[config.mk]
export PLATFORM = sky130hd
export DESIGN_NAME = spi_frame_writer
export DESIGN_NICKNAME = d
export VERILOG_FILES = /design/src/rtl/spi_frame_writer.sv
export SDC_FILE = /design/constraint.sdc
export NUM_CORES = 1
export LEC_CHECK = 0
export BUFFER_PORTS_ARGS = -buffer_cell sky130_fd_sc_hd__buf_2
export CAP_MARGIN = 20
export CORE_MARGIN = 3
export CORE_UTILIZATION = 45
export DETAILED_ROUTE_END_ITERATION = 8
export GPL_TIMING_DRIVEN = 0
export PLACE_DENSITY = 0.7
export SKIP_CTS_REPAIR_TIMING = 1
export SLEW_MARGIN = 30
export SYNTH_ARGS = -nofsm -noshare
export SYNTH_HDL_FRONTEND = slang
export SYNTH_SLANG_ARGS = --single-unit
[constraint.sdc]
create_clock -name spi_clk -period 7.5 [get_ports spi_clk]
set_input_delay 2.25 -clock spi_clk [delete_from_list [all_inputs] [get_ports spi_clk]]
set_output_delay 2.25 -clock spi_clk [all_outputs]
set_load 0.01 [all_outputs]
[src/rtl/spi_frame_writer.sv]
// spi_frame_writer: decodes the SPI 16-bit word stream into framebuffer
// writes (address set, pixel runs, colour fills) and runs the req/ack
// buffer-swap handshake with the display scan side.
module spi_frame_writer #(
  parameter int ADDR_WIDTH = 11
) (
  input  logic                  reset,
  input  logic                  spi_clk,
  input  logic [15:0]           word_data,
  input  logic                  word_strobe,
  input  logic                  swap_ack,
  output logic [ADDR_WIDTH-1:0] fb_addr,
  output logic [15:0]           fb_data,
  output logic                  fb_we,
  output logic                  fb_bank,
  output logic                  swap_req,
  output logic                  busy,
  output logic                  error
);

  typedef enum logic [2:0] {
    S_IDLE, S_RUN, S_FILL_COLOUR, S_FILLING, S_SWAP_WAIT, S_SWAP_DONE
  } state_t;

  localparam logic [15:0] NOP_WORD = 16'h8000;
  localparam logic [2:0]  OP_SET_ADDR = 3'd1;
  localparam logic [2:0]  OP_RUN      = 3'd2;
  localparam logic [2:0]  OP_SWAP     = 3'd3;
  localparam logic [2:0]  OP_FILL     = 3'd4;

  state_t                state_q, state_d;
  logic [ADDR_WIDTH-1:0] addr_q, addr_d;
  logic [11:0]           cnt_q, cnt_d;
  logic [15:0]           colour_q, colour_d;
  logic [ADDR_WIDTH-1:0] fb_addr_q, fb_addr_d;
  logic [15:0]           fb_data_q, fb_data_d;
  logic                  fb_we_q, fb_we_d;
  logic                  fb_bank_q, fb_bank_d;
  logic                  swap_req_q, swap_req_d;
  logic                  busy_q, busy_d;
  logic                  error_q, error_d;

  logic        is_cmd;
  logic [2:0]  opcode;
  logic [11:0] arg;
  logic        drop_err;

  assign is_cmd   = word_data[15];
  assign opcode   = word_data[14:12];
  assign arg      = word_data[11:0];
  // A word arriving while the sequencer cannot accept it is a protocol error,
  // except the NOP padding the master uses to keep the clock running.
  assign drop_err = word_strobe && (word_data != NOP_WORD);

  // Next-state, write-port and handshake decode.
  always_comb begin
    state_d   = state_q;
    addr_d    = addr_q;
    cnt_d     = cnt_q;
    colour_d  = colour_q;
    fb_addr_d = fb_addr_q;
    fb_data_d = fb_data_q;
    fb_we_d   = 1'b0;
    fb_bank_d = fb_bank_q;
    error_d   = error_q;

    case (state_q)
      S_IDLE: begin
        if (word_strobe) begin
          if (!is_cmd) begin
            error_d = 1'b1;
          end else begin
            case (opcode)
              OP_SET_ADDR: addr_d = arg[ADDR_WIDTH-1:0];
              OP_RUN: if (arg != 12'd0) begin
                cnt_d   = arg;
                state_d = S_RUN;
              end
              OP_SWAP: state_d = S_SWAP_WAIT;
              OP_FILL: if (arg != 12'd0) begin
                cnt_d   = arg;
                state_d = S_FILL_COLOUR;
              end
              default: ;
            endcase
          end
        end
      end
      S_RUN: begin
        // Every strobed word is a pixel here, command-looking or not.
        if (word_strobe) begin
          fb_we_d   = 1'b1;
          fb_addr_d = addr_q;
          fb_data_d = word_data;
          addr_d    = addr_q + ADDR_WIDTH'(1);
          cnt_d     = cnt_q - 12'd1;
          if (cnt_q == 12'd1) state_d = S_IDLE;
        end
      end
      S_FILL_COLOUR: begin
        // The first fill write goes out alongside the colour latch so the
        // write burst starts the cycle after the colour word.
        if (word_strobe) begin
          colour_d  = word_data;
          fb_we_d   = 1'b1;
          fb_addr_d = addr_q;
          fb_data_d = word_data;
          addr_d    = addr_q + ADDR_WIDTH'(1);
          cnt_d     = cnt_q - 12'd1;
          state_d   = S_FILLING;
        end
      end
      S_FILLING: begin
        if (drop_err) error_d = 1'b1;
        if (cnt_q != 12'd0) begin
          fb_we_d   = 1'b1;
          fb_addr_d = addr_q;
          fb_data_d = colour_q;
          addr_d    = addr_q + ADDR_WIDTH'(1);
          cnt_d     = cnt_q - 12'd1;
        end else begin
          state_d = S_IDLE;
        end
      end
      S_SWAP_WAIT: begin
        if (drop_err) error_d = 1'b1;
        if (swap_ack) begin
          fb_bank_d = ~fb_bank_q;
          addr_d    = '0;
          state_d   = S_SWAP_DONE;
        end
      end
      S_SWAP_DONE: begin
        if (drop_err) error_d = 1'b1;
        if (!swap_ack) state_d = S_IDLE;
      end
      default: state_d = S_IDLE;
    endcase

    swap_req_d = (state_d == S_SWAP_WAIT);
    busy_d     = (state_d == S_FILLING) || (state_d == S_SWAP_WAIT) ||
                 (state_d == S_SWAP_DONE);
  end

  // State and registered outputs; reset aborts any run, fill or pending swap.
  always_ff @(posedge spi_clk or posedge reset) begin
    if (reset) begin
      state_q    <= S_IDLE;
      addr_q     <= '0;
      cnt_q      <= '0;
      colour_q   <= '0;
      fb_addr_q  <= '0;
      fb_data_q  <= '0;
      fb_we_q    <= 1'b0;
      fb_bank_q  <= 1'b0;
      swap_req_q <= 1'b0;
      busy_q     <= 1'b0;
      error_q    <= 1'b0;
    end else begin
      state_q    <= state_d;
      addr_q     <= addr_d;
      cnt_q      <= cnt_d;
      colour_q   <= colour_d;
      fb_addr_q  <= fb_addr_d;
      fb_data_q  <= fb_data_d;
      fb_we_q    <= fb_we_d;
      fb_bank_q  <= fb_bank_d;
      swap_req_q <= swap_req_d;
      busy_q     <= busy_d;
      error_q    <= error_d;
    end
  end

  assign fb_addr  = fb_addr_q;
  assign fb_data  = fb_data_q;
  assign fb_we    = fb_we_q;
  assign fb_bank  = fb_bank_q;
  assign swap_req = swap_req_q;
  assign busy     = busy_q;
  assign error    = error_q;

endmodule

---- Word level (Yosys, flattened, before mapping) ----
Index checks and enable logic that the tools add are counted.
storage, ports and cells
  output and inout port bits .............. 32
  word-level logic and storage cells ...... 96
  input bits .............................. 20
  flip-flop bits (word level) ............. 74
cells by class
  $add $sub $neg .......................... 2
  reductions and logical operators ........ 19
  muxes and demuxes ....................... 39
  bitwise logic cells ..................... 1
  equality and inequality tests ........... 24
operators with widths
  cell                                                   count
  two-way mux 11 bit                                     8
  two-way mux 12 bit                                     6
  one-hot mux 11 bit (4 select lines)                    1
  one-hot mux 12 bit (3 select lines)                    1
  two-way mux 16 bit                                     2
  one-hot mux 16 bit (2 select lines)                    1
  two-way mux 3 bit                                      10
  nonzero test 12 bit                                    2
  one-hot mux 11 bit (2 select lines)                    1
  one-hot mux 3 bit (6 select lines)                     1
  inequality test 16 bit, second input constant          1
  == test 3 x 2 -> 1 bit, second input constant          5
  == test 3 bit, second input constant                   5
  inequality test 2 bit, second input constant           7
  AND reduction 7 bit                                    2
  == test 12 x 1 -> 1 bit, second input constant         1
  subtractor 12 x 1 -> 12 bit, second input constant     1
  adder 11 x 1 -> 11 bit, second input constant          1
  one-hot mux 3 bit (3 select lines)                     1
  == test 3 x 1 -> 1 bit, second input constant          2
  inequality test 2 x 1 -> 1 bit, second input constant  3
  two-way mux 1 bit                                      5
  one-hot mux 1 bit (2 select lines)                     2
  AND reduction 2 bit                                    2
  other kinds (11)                                       14

---- Logic depth before layout (Yosys ltp) ----
  depth in word-level cells ............... 9
  depth in mapped cells ................... 9
  depth with buffers taken out ............ 8

---- Least setup slack after synthesis ----
OpenSTA, ideal clock, no wires.
  path type ............................... input port to flip-flop
  from .................................... input port word_data[12]
  to ...................................... register cnt_q[9]
  buffers on the path ..................... 2
  arrival ................................. 3.492 ns
  cell stages on the path ................. 6
  path slack .............................. 3.882 ns
  library setup time ...................... 0.126 ns
  required time ........................... 7.374 ns
  path through ............................ clkbuf_2 > nor3b_4 > a21oi_2 > or2_1 > buf_6 > a221o_1
on the way
  cells in the longest elaborated chain, start to end .. 4
  elaborated cells on any way between the ends .. 5
  classes of those cells .................. eq/ne (3); reduce/logical (2)
ends and longest elaborated chain
  what                                                            line  source
  start, declared                                                 9     input logic [15:0] word_data,
  == test 3 bit / == test 3 x 2 -> 1 bit (equally long branches)  73    case (opcode)
  OR reduction 2 bit (no line) (*)                                n/a
  inequality test 2 bit (no line) (*)                             n/a
  AND reduction 7 bit (no line) (*)                               n/a
  end signal, assigned                                            162   cnt_q <= cnt_d;
  end, declared                                                   33    logic [11:0] cnt_q, cnt_d;
Mark *: on every way between the ends. The rest lies on a longest branch, timed or not.
A chain may end at the register's enable or synchronous reset.

---- Worst setup path after layout ----
  from .................................... input port word_data[1]
  to ...................................... register cnt_q[9]
on the way
  cells in the longest elaborated chain, start to end .. 3
ends and longest elaborated chain
  what                             line
  nonzero test 12 bit              75, 80
  inequality test 2 bit (no line)  n/a
  AND reduction 7 bit (no line)    n/a
Every way passes these cells.

==> results_dict.tcl <==
set metrics [dict create \
    num_rows 33 \
    finalMaxSlewViolations 0 \
    maxCapViolations 0 \
    mostFrequentLayoutCells "74 x dfrtp_1, 60 x buf_2, 54 x nand2_1" \
    synth_cell_types 59 \
    coreArea_um2 8260 \
    start_util_pct 46.4 \
    dp_hpwl_mm 7.07 \
    cp-start-kind "primary input" \
    hp-class "register to register" \
    ant_nets 0 \
    vias 3322 \
    critPathArrivalTime_ns 4.03 \
    antenna_cells 0 \
    grt_pass1_vias 3310 \
    ff_latch_area_um2 1850 \
    p_per_area_nw_per_um2 426 \
    ys_ff_latch 74 \
    die_width_um 98.3 \
    max_freq_mhz 268 \
    rsz0062_at_grt "false" \
    cts_made_buffers 9 \
    yosys_most_used_dff "dfrtp_1" \
    die-area_um2 9650 \
    grt_first_pass_wirelength_mm 16.5 \
    sw_frac_of_total_pct 42.0 \
    wl_met1_mm 4.56 \
    period_share_pct 49.8 \
    top_layer_used "met4" \
    wl_met3_um 580 \
    hold_viol_final 0 \
    dr_wl_met2_mm 4.60 \
    drt-pass1-iter-count 5 \
    irDropWorstVdd_v 0.000151 \
    synthTopCellsByArea "dfrtp_1 48%, nand2_1 5.3%, o21ai_0 5.2%" \
    cts_num_sinks 74 \
    nFillCells 772 \
    antenna_found_initial 0 \
    power.internal_mw 1.10 \
    whs_path_depth 1 \
    synth-async-reset-ratio_pct 100 \
    finClkSkew_ns 0.0103 \
    post-route-min-period_ns 3.74 \
    critPathMaxFanout 9 \
    seqPwrFrac_pct 37.8 \
    clkPwrFrac_pct 18.8 \
    path_class "primary input to register" \
    multiInputGateArea_um2 1810 \
    cts_tree "done" \
    wl_per_cell_um 17.4 \
    final_area_um2 4470 \
    status "completed" \
    synth-edff-count 0 \
    portBuffers 50 \
    final_common_cell "dfrtp_1" \
    rr_worst_depth 7 \
    h-tree-depth 3 \
    synth.avg_cell_area_um2 9.50 \
    place_area_um2 4240 \
    leakage_nw 2.04 \
    fin_nets 488 \
    gp_congestion 0.913 \
    grt-ovfl-total 0 \
    yosysTopAreaCellShare_pct 48.4 \
    clockBufferDepth 2 \
    worstPathCellList "buf_2 -> nor4_1 -> nand3_1 -> a21oi_2 -> or2_1 -> buf_6 -> a221o_1" \
    syn_inst 403 \
    fin_tns_setup_ns 0 \
    ios 52 \
    slowest_stage "a21oi_2" \
    p_switching_uw 799 \
    drtIter0Drc 223 \
    slowest_delay_ns 0.50 \
    yosysWarnings 0 \
    yosysSeqAreaShare_pct 48.4 \
    yosys.area.top_type "dfrtp_1" \
    syn_nets 426 \
    drc_errors 0 \
    area_delta_synth_final_pct 16.6 \
    path_clk_slew_ns 0.08 \
    tightest_slew_ns 0.846 \
    ctsRootBufferMaster "clkbuf_8" \
    die_h_um 98.3 \
    vias_per_cell 5.78 \
    drive_gt1_share_pct 23.6 \
    grt_max_degree 53 \
    grt_use_total_pct 21.4 \
    critPathRequiredTime_ns 7.80 \
    cp-end-kind "register" \
    clkLatencyLatePin_ns 0.36 \
    comb_power_share_pct 43.4 \
    finalWirelength_mm 10.0 \
    relSlewSlack_pct 43.2 \
    finalSetupViolCount 0 \
    syn_area_um2 3830 \
]
worst max-delay path: cells and delay by family:
family / cells / cell delay, ns
AND/OR/NAND/NOR: 3 / 0.83
AO/OA/AOI/OAI: 2 / 0.66
buffers and inverters: 2 / 0.29
per-stage QoR:
| stage | util, % | hold WS (ns) | power [mW] | setup WS [ns] | cells |
|---|---|---|---|---|---|
| final | 54.1 | 0.466 | 1.90 | 3.76 | 575 |
| after global routing | 54.1 | 0.496 | 2.05 | 3.61 | 575 |
| after CTS | 54.1 | 0.471 | 1.90 | 3.77 | 575 |
| after detailed placement | 51.4 | 0.453 | 1.55 | 3.40 | 559 |
| after global placement | 51.0 | 0.450 | 1.51 | 2.50 | 558 |
| after floorplan | - | 0.462 | 1.28 | 3.37 | 403 |
power by group through the flow:
| stage | Sequential, mW | Clock, mW | Combinational (mW) |
|---|---|---|---|
| finish | 0.719 | 0.358 | 0.825 |
| global placement | 0.715 | 0 | 0.799 |
| global route | 0.747 | 0.377 | 0.928 |
| floorplan | 0.733 | 0 | 0.547 |
| detailed placement | 0.726 | 0 | 0.820 |
| CTS | 0.719 | 0.362 | 0.824 |
flip-flops by register name, indices dropped and copies added (netlist names):
name,cells
addr_q,11
busy,1
cnt_q,12
colour_q,16
error,1
fb_addr,11
fb_bank,1
fb_data,16
fb_we,1
state_q,3
swap_req,1
cell families after synthesis:
| group | after synthesis | synth area share, % |
|---|---|---|
| flops | 74 | 48.4 |
| fa+ha+maj | 3 | 0.980 |
| simple gates | 147 | 18.9 |
| xor+xnor | 3 | 0.686 |
| mux | 31 | 8.62 |
| compound gates | 108 | 17.9 |
| buf+inv | 37 | 4.48 |
worst paths after layout:
kind / endpoint / from / slack [ns]
min in group asynchronous: colour_q[2]$_DFFE_PP0P_ / reset / 1.85
setup / recovery: cnt_q[9]$_DFFE_PP0P_ / word_data[1] / 3.76
max in group asynchronous: addr_q[0]$_DFFE_PP0P_ / reset / 5.10
hold / removal: error$_DFFE_PP0P_ / error$_DFFE_PP0P_ / 0.47
setup reg to reg: cnt_q[9]$_DFFE_PP0P_ / cnt_q[0]$_DFFE_PP0P_ / 4.82
hold reg to reg: error$_DFFE_PP0P_ / error$_DFFE_PP0P_ / 0.47
routing by layer:
metal | GRT usage, % | up-vias
met4 | 8.51 | 0
li1 | - | 1573
met2 | 33.6 | 111
met5 | 0 | -
met3 | 4.79 | 22
met1 | 28.9 | 1616
layout make-up:
type                    instances  share of cell area, %
repair buffers                 51                   6.22
plain buffers                  22                   2.58
multi-input cells             292                   40.4
clock inverters                 7                   2.27
flip-flops and latches         74                   41.5
clock buffers                   9                   2.77
well taps                     105                   2.94
inverters                      15                   1.32
cell usage after synthesis (all sizes together), types with 3 or more instances:
library cell / n
a21oi: 20
a22oi: 10
a2bb2oi: 3
and3: 5
buf: 15
clkbuf: 7
dfrtp: 74
ha: 3
inv: 15
mux2: 16
mux2i: 15
nand2: 54
nand3: 11
nor2: 36
nor3: 9
nor3b: 5
nor4: 9
o21ai: 41
o22a: 3
o22ai: 5
o31ai: 8
or3: 3
Power figures use the tool's default switching activity.
